[src/rtl/rv32i_pkg.sv]
// Shared RV32I constants and helpers for the fetch-stage slice.
package rv32i_pkg;

  localparam int XLEN = 32;
  localparam logic [XLEN-1:0] NOP_INST        = 32'h0000_0013;
  localparam logic [XLEN-1:0] INST_ALIGN_MASK = 32'hFFFF_FFFC;

  function automatic logic [XLEN-1:0] align_pc(input logic [XLEN-1:0] pc);
    return pc & INST_ALIGN_MASK;
  endfunction

endpackage

[src/rtl/fetch_fifo.sv]
// Synchronous FIFO with flush; used for the in-flight PC queue and the instruction buffer.
module fetch_fifo #(
  parameter int WIDTH = 32,
  parameter int DEPTH = 2,
  localparam int AW = (DEPTH > 1) ? $clog2(DEPTH) : 1,
  localparam int CW = $clog2(DEPTH + 1)
) (
  input  logic             clk,
  input  logic             rst_n,
  input  logic             push,
  input  logic [WIDTH-1:0] push_data,
  input  logic             pop,
  input  logic             flush,
  output logic [WIDTH-1:0] head,
  output logic [CW-1:0]    count,
  output logic             full,
  output logic             empty
);

  logic [WIDTH-1:0] mem [DEPTH];
  logic [AW-1:0]    rd_ptr;
  logic [AW-1:0]    wr_ptr;
  logic             push_ok;
  logic             pop_ok;

  function automatic logic [AW-1:0] ptr_inc(input logic [AW-1:0] p);
    return (p == AW'(DEPTH - 1)) ? '0 : p + AW'(1);
  endfunction

  assign full    = (count == CW'(DEPTH));
  assign empty   = (count == '0);
  // A push into a full FIFO is legal when the head leaves in the same cycle.
  assign push_ok = push & (~full | pop);
  assign pop_ok  = pop & ~empty;
  assign head    = mem[rd_ptr];

  always_ff @(posedge clk or negedge rst_n) begin
    if (!rst_n) begin
      rd_ptr <= '0;
      wr_ptr <= '0;
      count  <= '0;
    end else if (flush) begin
      rd_ptr <= '0;
      wr_ptr <= '0;
      count  <= '0;
    end else begin
      if (push_ok) wr_ptr <= ptr_inc(wr_ptr);
      if (pop_ok)  rd_ptr <= ptr_inc(rd_ptr);
      if (push_ok && !pop_ok)      count <= count + CW'(1);
      else if (!push_ok && pop_ok) count <= count - CW'(1);
    end
  end

  always_ff @(posedge clk) begin
    if (push_ok && !flush) mem[wr_ptr] <= push_data;
  end

endmodule

[src/rtl/if_fetch_unit.sv]
// RV32I fetch stage: owns the fetch PC, issues in-order imem requests under a credit check,
// buffers returned words with their PC, and squashes stale responses after a redirect.
module if_fetch_unit
  import rv32i_pkg::*;
#(
  parameter logic [XLEN-1:0] RESET_PC  = 32'h0000_0000,
  parameter int              BUF_DEPTH = 2,
  parameter int              MAX_OUTST = 2
) (
  input  logic            clk,
  input  logic            rst_n,
  output logic            imem_req_valid,
  input  logic            imem_req_ready,
  output logic [XLEN-1:0] imem_req_addr,
  input  logic            imem_rsp_valid,
  input  logic [XLEN-1:0] imem_rsp_data,
  input  logic            redirect_valid,
  input  logic [XLEN-1:0] redirect_pc,
  input  logic            id_ready,
  output logic            inst_valid,
  output logic [XLEN-1:0] inst_out,
  output logic [XLEN-1:0] inst_pc,
  output logic            if_id_enable
);

  localparam int OCW = $clog2(MAX_OUTST + 1);
  localparam int BCW = $clog2(BUF_DEPTH + 1);
  localparam int EW  = 2 * XLEN;

  logic [XLEN-1:0] fetch_pc;
  logic [OCW-1:0]  outst;
  logic [OCW-1:0]  drop_cnt;
  logic [OCW-1:0]  live_outst;
  logic            accept;
  logic            rsp_ok;
  logic            rsp_drop;
  logic            rsp_keep;

  logic [XLEN-1:0] pcq_head;
  logic [OCW-1:0]  pcq_count;
  logic            pcq_full;
  logic            pcq_empty;

  logic [EW-1:0]   buf_head;
  logic [BCW-1:0]  buf_count;
  logic            buf_full;
  logic            buf_empty;

  assign live_outst = outst - drop_cnt;

  // A request is only issued if its answer is guaranteed a buffer slot.
  assign imem_req_valid = rst_n & ~redirect_valid & ~pcq_full
                        & (32'(outst) < 32'(MAX_OUTST))
                        & ((32'(live_outst) + 32'(buf_count)) < 32'(BUF_DEPTH));
  assign imem_req_addr  = fetch_pc;
  assign accept         = imem_req_valid & imem_req_ready;

  assign rsp_ok   = imem_rsp_valid & (outst != '0);
  assign rsp_drop = rsp_ok & (redirect_valid | (drop_cnt != '0));
  assign rsp_keep = rsp_ok & ~rsp_drop & ~pcq_empty;

  always_ff @(posedge clk or negedge rst_n) begin
    if (!rst_n) begin
      fetch_pc <= RESET_PC;
      outst    <= '0;
      drop_cnt <= '0;
    end else if (redirect_valid) begin
      fetch_pc <= align_pc(redirect_pc);
      outst    <= outst - OCW'(rsp_ok);
      drop_cnt <= outst - OCW'(rsp_ok);
    end else begin
      if (accept) fetch_pc <= fetch_pc + 32'd4;
      outst <= outst + OCW'(accept) - OCW'(rsp_ok);
      if (rsp_ok && (drop_cnt != '0)) drop_cnt <= drop_cnt - OCW'(1);
    end
  end

  fetch_fifo #(.WIDTH(XLEN), .DEPTH(MAX_OUTST)) u_pc_queue (
    .clk       (clk),
    .rst_n     (rst_n),
    .push      (accept),
    .push_data (fetch_pc),
    .pop       (rsp_keep),
    .flush     (redirect_valid),
    .head      (pcq_head),
    .count     (pcq_count),
    .full      (pcq_full),
    .empty     (pcq_empty)
  );

  fetch_fifo #(.WIDTH(EW), .DEPTH(BUF_DEPTH)) u_inst_buf (
    .clk       (clk),
    .rst_n     (rst_n),
    .push      (rsp_keep),
    .push_data ({pcq_head, imem_rsp_data}),
    .pop       (if_id_enable),
    .flush     (redirect_valid),
    .head      (buf_head),
    .count     (buf_count),
    .full      (buf_full),
    .empty     (buf_empty)
  );

  assign inst_valid   = ~buf_empty;
  assign inst_out     = inst_valid ? buf_head[XLEN-1:0] : NOP_INST;
  assign inst_pc      = inst_valid ? buf_head[EW-1:XLEN] : '0;
  assign if_id_enable = inst_valid & id_ready & ~redirect_valid;

  a_rsp_needs_req: assert property (@(posedge clk) disable iff (!rst_n)
    imem_rsp_valid |-> (outst != '0));
  a_live_matches_pcq: assert property (@(posedge clk) disable iff (!rst_n)
    live_outst == pcq_count);
  a_buf_no_overflow: assert property (@(posedge clk) disable iff (!rst_n)
    (rsp_keep && buf_full) |-> if_id_enable);

endmodule
[config.mk]
export PLATFORM = sky130hd
export DESIGN_NAME = if_fetch_unit
export DESIGN_NICKNAME = d
export VERILOG_FILES = /design/src/rtl/rv32i_pkg.sv /design/src/rtl/fetch_fifo.sv /design/src/rtl/if_fetch_unit.sv
export SDC_FILE = /design/constraint.sdc
export NUM_CORES = 1
export LEC_CHECK = 0
export BUFFER_PORTS_ARGS = -buffer_cell sky130_fd_sc_hd__buf_4
export CELL_PAD_IN_SITES_DETAIL_PLACEMENT = 0
export CELL_PAD_IN_SITES_GLOBAL_PLACEMENT = 1
export CORE_MARGIN = 2
export CORE_UTILIZATION = 46
export CTS_CLUSTER_SIZE = 16
export DETAILED_ROUTE_END_ITERATION = 8
export PLACE_DENSITY = 0.82
export RECOVER_POWER = 100
export SLEW_MARGIN = 20
export SYNTH_ARGS = -nofsm -noshare
export SYNTH_HDL_FRONTEND = slang
export SYNTH_SLANG_ARGS = --single-unit
[constraint.sdc]
create_clock -name clk -period 5.89 [get_ports clk]
set_input_delay 1.178 -clock clk [delete_from_list [all_inputs] [get_ports clk]]
set_output_delay 1.178 -clock clk [all_outputs]
set_load 0.05 [all_outputs]
# Yosys cells after proc, flatten, opt, wreduce, memory -nomap -nowiden
# Memory sizes are Yosys's and may differ from the RTL's.
# Index checks and enable logic that the tools add are counted.
dict set report word_totals {
  n_memories 2
  elab_cells 107
  in_bits 70
  mem_bits_rw 192
  output_inout_bits 99
  reg_bits 44
}
# name words width rd rd_ports_with_merged_regs wr line
set memory_table {}
lappend memory_table {u_inst_buf.mem 2 64 1 0 1 fetch_fifo.sv:20} ;# logic [WIDTH-1:0] mem [DEPTH];
lappend memory_table {u_pc_queue.mem 2 32 1 0 1 fetch_fifo.sv:20}
dict set report op_classes {
  n_mux 29
  magnitude_cmp 2
  n_bitwise 24
  eq_ne 2
  reduce_logical 24
  n_addsub 15
}
# cell count
set op_table {}
lappend op_table {{2-to-1 mux 32 bit} 4}
lappend op_table {{adder 32 x 3 -> 32 bit (second input constant)} 1}
lappend op_table {{2-to-1 mux 2 bit} 9}
lappend op_table {{2-to-1 mux 1 bit} 16}
lappend op_table {{nonzero test 2 bit} 8}
lappend op_table {{bitwise AND 1 bit} 15}
lappend op_table {{logical AND 1 bit} 7}
lappend op_table {{NOT 1 bit} 6}
lappend op_table {{nonzero test 3 bit} 2}
lappend op_table {{subtractor 2 x 1 -> 2 bit (second input constant)} 3}
lappend op_table {{zero test 1 bit} 5}
lappend op_table {{adder 1 bit (second input constant)} 4}
lappend op_table {{adder 2 x 1 -> 2 bit (second input constant)} 2}
lappend op_table {{== test 2 bit (second input constant)} 2}
lappend op_table {{zero test 2 bit} 2}
lappend op_table {{subtractor 2 x 1 -> 2 bit} 2}
lappend op_table {{adder 2 x 2 -> 3 bit} 1}
lappend op_table {{less-than comparator 3 x 2 -> 1 bit (second input constant)} 1}
lappend op_table {{bitwise OR 1 bit} 3}
lappend op_table {{adder 2 x 1 -> 2 bit} 1}
lappend op_table {{less-than comparator 2 bit (second input constant)} 1}
lappend op_table {{subtractor 2 bit} 1}

# Logic depth before layout (Yosys ltp)
dict set report logic_depth {
  ltp_word 13
  ltp_mapped 16
  mapped_depth_nobuf 14
}

# By module
# A second synthesis with hierarchy kept.
dict set report hier_totals {
  hier_cells 685
  hier_area_um2 10326.2
}
# module area_each_um2 seq_area_each_um2 cells_per_inst instances
set by_module_without_submodules {}
lappend by_module_without_submodules {{fetch_fifo at u_inst_buf} 5064.9 3943.8 224 1}
lappend by_module_without_submodules {if_fetch_unit 2700.1 850.8 336 1}
lappend by_module_without_submodules {{fetch_fifo at u_pc_queue} 2561.2 2021.9 125 1}

# Worst setup path before layout
# No wires, ideal clock.
dict set report synth_timing {
  kind {input port to flip-flop}
  from {input imem_rsp_valid}
  to {memory u_inst_buf.mem[0][0] in the netlist's numbering (enable)}
  arrival_ns 4.655
  slack_ns 0.751
  cell_stages 4
  setup_time_ns 0.484
  cell_sequence {o21ai_0 -> nor3_1 -> o31ai_1 -> nor2_1}
}
dict set report synth_between {
  elab_chain_len 9
}
# item line
set synth_rtl {}
lappend synth_rtl {{start: declaration} if_fetch_unit.sv:15} ;# input logic imem_rsp_valid,
lappend synth_rtl {{bitwise AND 1 bit (*)} if_fetch_unit.sv:58} ;# assign rsp_ok = imem_rsp_valid & (outst != '0);
lappend synth_rtl {{bitwise AND 1 bit} if_fetch_unit.sv:59} ;# assign rsp_drop = rsp_ok & (redirect_valid | (drop_cnt != '0));
lappend synth_rtl {{NOT 1 bit} if_fetch_unit.sv:60} ;# assign rsp_keep = rsp_ok & ~rsp_drop & ~pcq_empty;
lappend synth_rtl {{bitwise AND 1 bit (*) (2 in a row)} if_fetch_unit.sv:60}
lappend synth_rtl {{bitwise AND 1 bit (*)} fetch_fifo.sv:33} ;# assign push_ok = push & (~full | pop);
lappend synth_rtl {{logical AND 1 bit (*)} fetch_fifo.sv:55} ;# if (push_ok && !flush) mem[wr_ptr] <= push_data;
lappend synth_rtl {{2-to-1 mux 1 bit (*)} fetch_fifo.sv:55}
lappend synth_rtl {{2-to-1 mux 1 bit (not written as such) (*)} fetch_fifo.sv:55}
lappend synth_rtl {{end: declaration} fetch_fifo.sv:20}
# Mark *: on every way between the ends. The rest lies on a longest branch, timed or not.

# Worst setup path in the final report
dict set report layout_timing {
  from {register u_inst_buf.count[0]}
  to {output inst_pc[24]}
}
dict set report layout_between {
  elab_chain_len 2
}
# item line
set layout_rtl {}
lappend layout_rtl {{start: declaration} fetch_fifo.sv:15} ;# output logic [CW-1:0] count,
lappend layout_rtl {{start signal: assignment} fetch_fifo.sv:49} ;# if (push_ok && !pop_ok) count <= count + CW'(1);
lappend layout_rtl {{start signal: assignment} fetch_fifo.sv:50} ;# else if (!push_ok && pop_ok) count <= count - CW'(1);
lappend layout_rtl {{zero test 2 bit} fetch_fifo.sv:31} ;# assign empty = (count == '0);
lappend layout_rtl {{2-to-1 mux 32 bit} if_fetch_unit.sv:106} ;# assign inst_pc = inst_valid ? buf_head[EW-1:XLEN] : '0;
lappend layout_rtl {{end: declaration} if_fetch_unit.sv:22} ;# output logic [XLEN-1:0] inst_pc,
# No other way between the ends.

==> results <==
- The number of CTS-inserted buffers is 23.
- The number of hold buffers added after CTS is 0.
- The largest fanout on the critical path is 32.
- For this design the static power due to leakage is 0.00389 uW.
- The sort of element at the start of the critical path is a register.
- The Yosys warning count is 0.
- The die covers about 22000 sq um.
- The clock slew at the register clock pins of the worst setup and hold paths is ~60 ps.
- The clock arrives with 13.3 ps of skew.
- The share of async-settable or async-resettable flops after synthesis is 0.186.
- The total global routing overflow is 0.
- The final reports fail on capacitance limit, slew limit.
- The most instantiated library cell after synthesis is sky130_fd_sc_hd__edfxtp_1.
- The final-report max-slew violation count is 33.
- The number of enable flip-flop cells after synthesis is 184.
- In the final layout, the share of cells above drive strength 1 is 0.142.
- The starting density of the core is 0.469.
- The detailed-route wire length is ~20 mm.
- The netlist area before placement is 9450 sq um.
- The area taken by multi-input logic gates is roughly 2700 sq um.
- The count of state elements after synthesis is 226.
- The post-CTS setup-driven buffer insertion count is 0.
- On the critical path the largest part of the delay comes from buffers and inverters.
- 0 antenna diodes ended up in the layout.
- By area the synthesized netlist is led by sky130_fd_sc_hd__edfxtp_1 (58%), sky130_fd_sc_hd__dfrtp_1 (11%), sky130_fd_sc_hd__mux2i_1 (6.8%).
- The slowest cell on the critical path is sky130_fd_sc_hd__clkbuf_1.
- After synthesis, the most frequently instantiated cells are sky130_fd_sc_hd__edfxtp_1 (184), sky130_fd_sc_hd__nor2_1 (84), sky130_fd_sc_hd__mux2i_1 (64).
- Routability-driven placement finished with a final weighted congestion of about 0.77.
- The register area share after synthesis is 0.696.
- The maximum single-stage delay on the critical path is 1280 ps.
- The worst vdd rail ir drop is 224 uV.
- The number of hold violations in the final report is 0.
- The first global-routing pass estimated about 32 mm of wire.
- The dominant synthesized flop cell is sky130_fd_sc_hd__edfxtp_1.
- The run finished, with violations left.
- Setup repair after global routing left no endpoint under its margin.
- The final total negative setup slack is 0 ps.
- After layout, the design draws a total of 3810 uW.
- The post-route worst hold slack is between 500 and 600 ps.
- The library cell occupying the most area in the post-synthesis netlist is sky130_fd_sc_hd__edfxtp_1.
- Setup violations remaining at the end of the flow were counted as 0.
- The routed wirelength normalized by instance count is 18.4 microns.
- In the global route stage, overall resource usage came out at 0.187.
- The net count of the finished layout is roughly 900.
- The headroom to the max-slew limit is -0.127.
- The area taken by flip-flops and latches is ~6600 sq um.
- The worst-margin pin slew is 1690 ps.
- The number of antenna violations at the first check in global routing is 0.
- The cell with the most instances on the worst path is sky130_fd_sc_hd__clkbuf_1.
- The largest net degree at the start of global routing is 64.
- The buffer levels on the longest clock path is 3.
- The area of the core is 20200 sq um.
- Across all layers, the routed design uses 5945 vias.
- The die is 147 microns wide.
- Row generation in the floorplan step produced 52 rows.
- The post-detailed-route via-to-cell ratio is 5.33.
- Max-cap violations in this run came to 1.
- The signal on the critical path passes through nor2_4 -> clkbuf_1 -> nor2_1 -> clkbuf_1.
- The die is 147 microns tall.
- Before antenna repair, the detailed router went through 7 iterations.
- The number of global-route vias before repair is a little under 6000.
- The clock period minus worst slack is approximately 4600 ps.
- The post-place instance area is 11000 sq um.
- The share of the clock period used by the worst path after layout is 0.778.
- Power spread over the standard cell area amounts to 337 nW/um^2.
- The number of gates given a new drive strength after cts is 0.
- The number of violations reported at the end of detailed-routing iteration 0 is 360.
- Counting both buffers and inverters, the worst setup path holds a total of 2.
- Detailed placement finished with a half-perimeter wire length of 13.5 mm.
- The cell count after synthesis came out at 666.
- The I/O pin total is 169.
- Once layout is done, the placed cells without fillers occupy about 11000 sq um.
- The fill cell total of the finished layout is 1703.
- The worst setup path is captured at a primary output.
- The worst setup path is of the register to primary output kind.
- Clock latency on the worst-skew pair, taken at its later pin, is 490 ps.
- The TritonCTS clock tree is done.
- The tree is rooted in a sky130_fd_sc_hd__clkbuf_16.
- The highest clock frequency the design can meet is 218 MHz.
- Data on the critical path arrives at its endpoint at 3400 ps.
- Compared with the post-synthesis result, the final layout area differs by 19.7%.
- The required time reported for the critical path endpoint is ~4700 ps.
- The post-detailed-route DRC marker count is 0.
- The level count of the clock H-tree is 1.
- In this run the mean area of a mapped cell was roughly 14 sq um.
- The detail route stage leaves a number of antenna-violating nets equal to 0.
- The number of buffers inserted by port buffering is ~160.
- The netlist uses 49 different library cells.
- The clock drives 226 sinks.
- The share of synthesized area in the top cell type comes to 0.585.
- The min-delay analysis places its worst path in the category register to register.
-- registers in the layout (all words and copies together), names as in the netlist --
signal             count
u_pc_queue.rd_ptr      1
outst                  2
drop_cnt               2
u_inst_buf.wr_ptr      1
u_pc_queue.mem        60
u_pc_queue.wr_ptr      1
u_pc_queue.count       2
u_inst_buf.mem       124
u_inst_buf.rd_ptr      1
imem_req_addr         30
u_inst_buf.count       2
-- final cells by class --
cell class / count / share of cell area
clock buffers: 35 / 0.0584
clock inverters: 6 / 0.00708
inverters: 16 / 0.00531
multi-input cells: 391 / 0.236
flip-flops and latches: 226 / 0.581
well taps: 270 / 0.0299
repair buffers: 171 / 0.0825
-- metrics by stage --
stage	std cells	setup WS (ps)	utilization
2_1_floorplan	669	751	-
3_3_place_gp	1073	1830	0.543
3_5_place_dp	1073	1760	0.543
4_1_cts	1114	2170	0.580
5_1_grt	1115	1040	0.561
6_report	1115	1310	0.561
-- layout by cell type (no fill, tap or decap), drive strengths merged, types with 5 or more instances in the layout --
| cell | netlist | layout |
|---|---|---|
| edfxtp | 184 | 184 |
| clkbuf | 20 | 158 |
| nor2 | 84 | 84 |
| mux2i | 64 | 64 |
| buf | 16 | 48 |
| nand2 | 43 | 43 |
| dfrtp | 42 | 42 |
| mux2 | 30 | 30 |
| o21ai | 26 | 26 |
| nand3 | 23 | 23 |
| inv | 16 | 16 |
| xnor2 | 9 | 9 |
| a21oi | 9 | 9 |
| o311ai | 9 | 9 |
| nand4 | 9 | 9 |
| o211ai | 8 | 8 |
| xor2 | 7 | 7 |
| nand2b | 6 | 6 |
| ha | 6 | 6 |
| nor3 | 5 | 5 |
| and3 | 5 | 5 |
| nor4 | 5 | 5 |
-- final timing paths --
kind	from	to	slack, ps	cells past startpoint
min in group asynchronous	rst_n	outst[0]	690	1
max reg2reg	outst[0]	outst[1]	1360	14
max	u_inst_buf.count[0]	inst_pc[24]	1310	4
max in group asynchronous	rst_n	imem_req_addr[13]	4760	1
min reg2reg	imem_req_addr[31]	u_pc_queue.mem[0][31]	540	0
min	imem_req_addr[31]	u_pc_queue.mem[0][31]	540	0
-- power breakdown --
| part | switching (uW) | internal [uW] |
|---|---|---|
| combinational | 322 | 157 |
| sequential | 93.6 | 1820 |
| clock | 559 | 858 |
| total | 974 | 2840 |
-- logic make-up after synthesis --
logic type,share of synthesized area
flip-flops,0.696
AND/OR/NAND/NOR,0.105
multiplexers,0.104
AO/OA/AOI/OAI,0.0473
buffers and inverters,0.0232
XOR/XNOR,0.0148
adder cells (fa/ha/maj),0.0101
other,0.000397
-- per-layer routing --
metal  part of all wire  GRT usage  vias to the layer above  wire, microns
met5                  0          0                        -              0
met4              0.015     0.0438                        0            306
met3              0.060     0.0311                       26           1230
met2               0.48      0.314                      192           9910
met1               0.44      0.258                     2925           9010
li1                   -          -                     2802              -
Note: power is estimated with default switching activity, not from simulation.
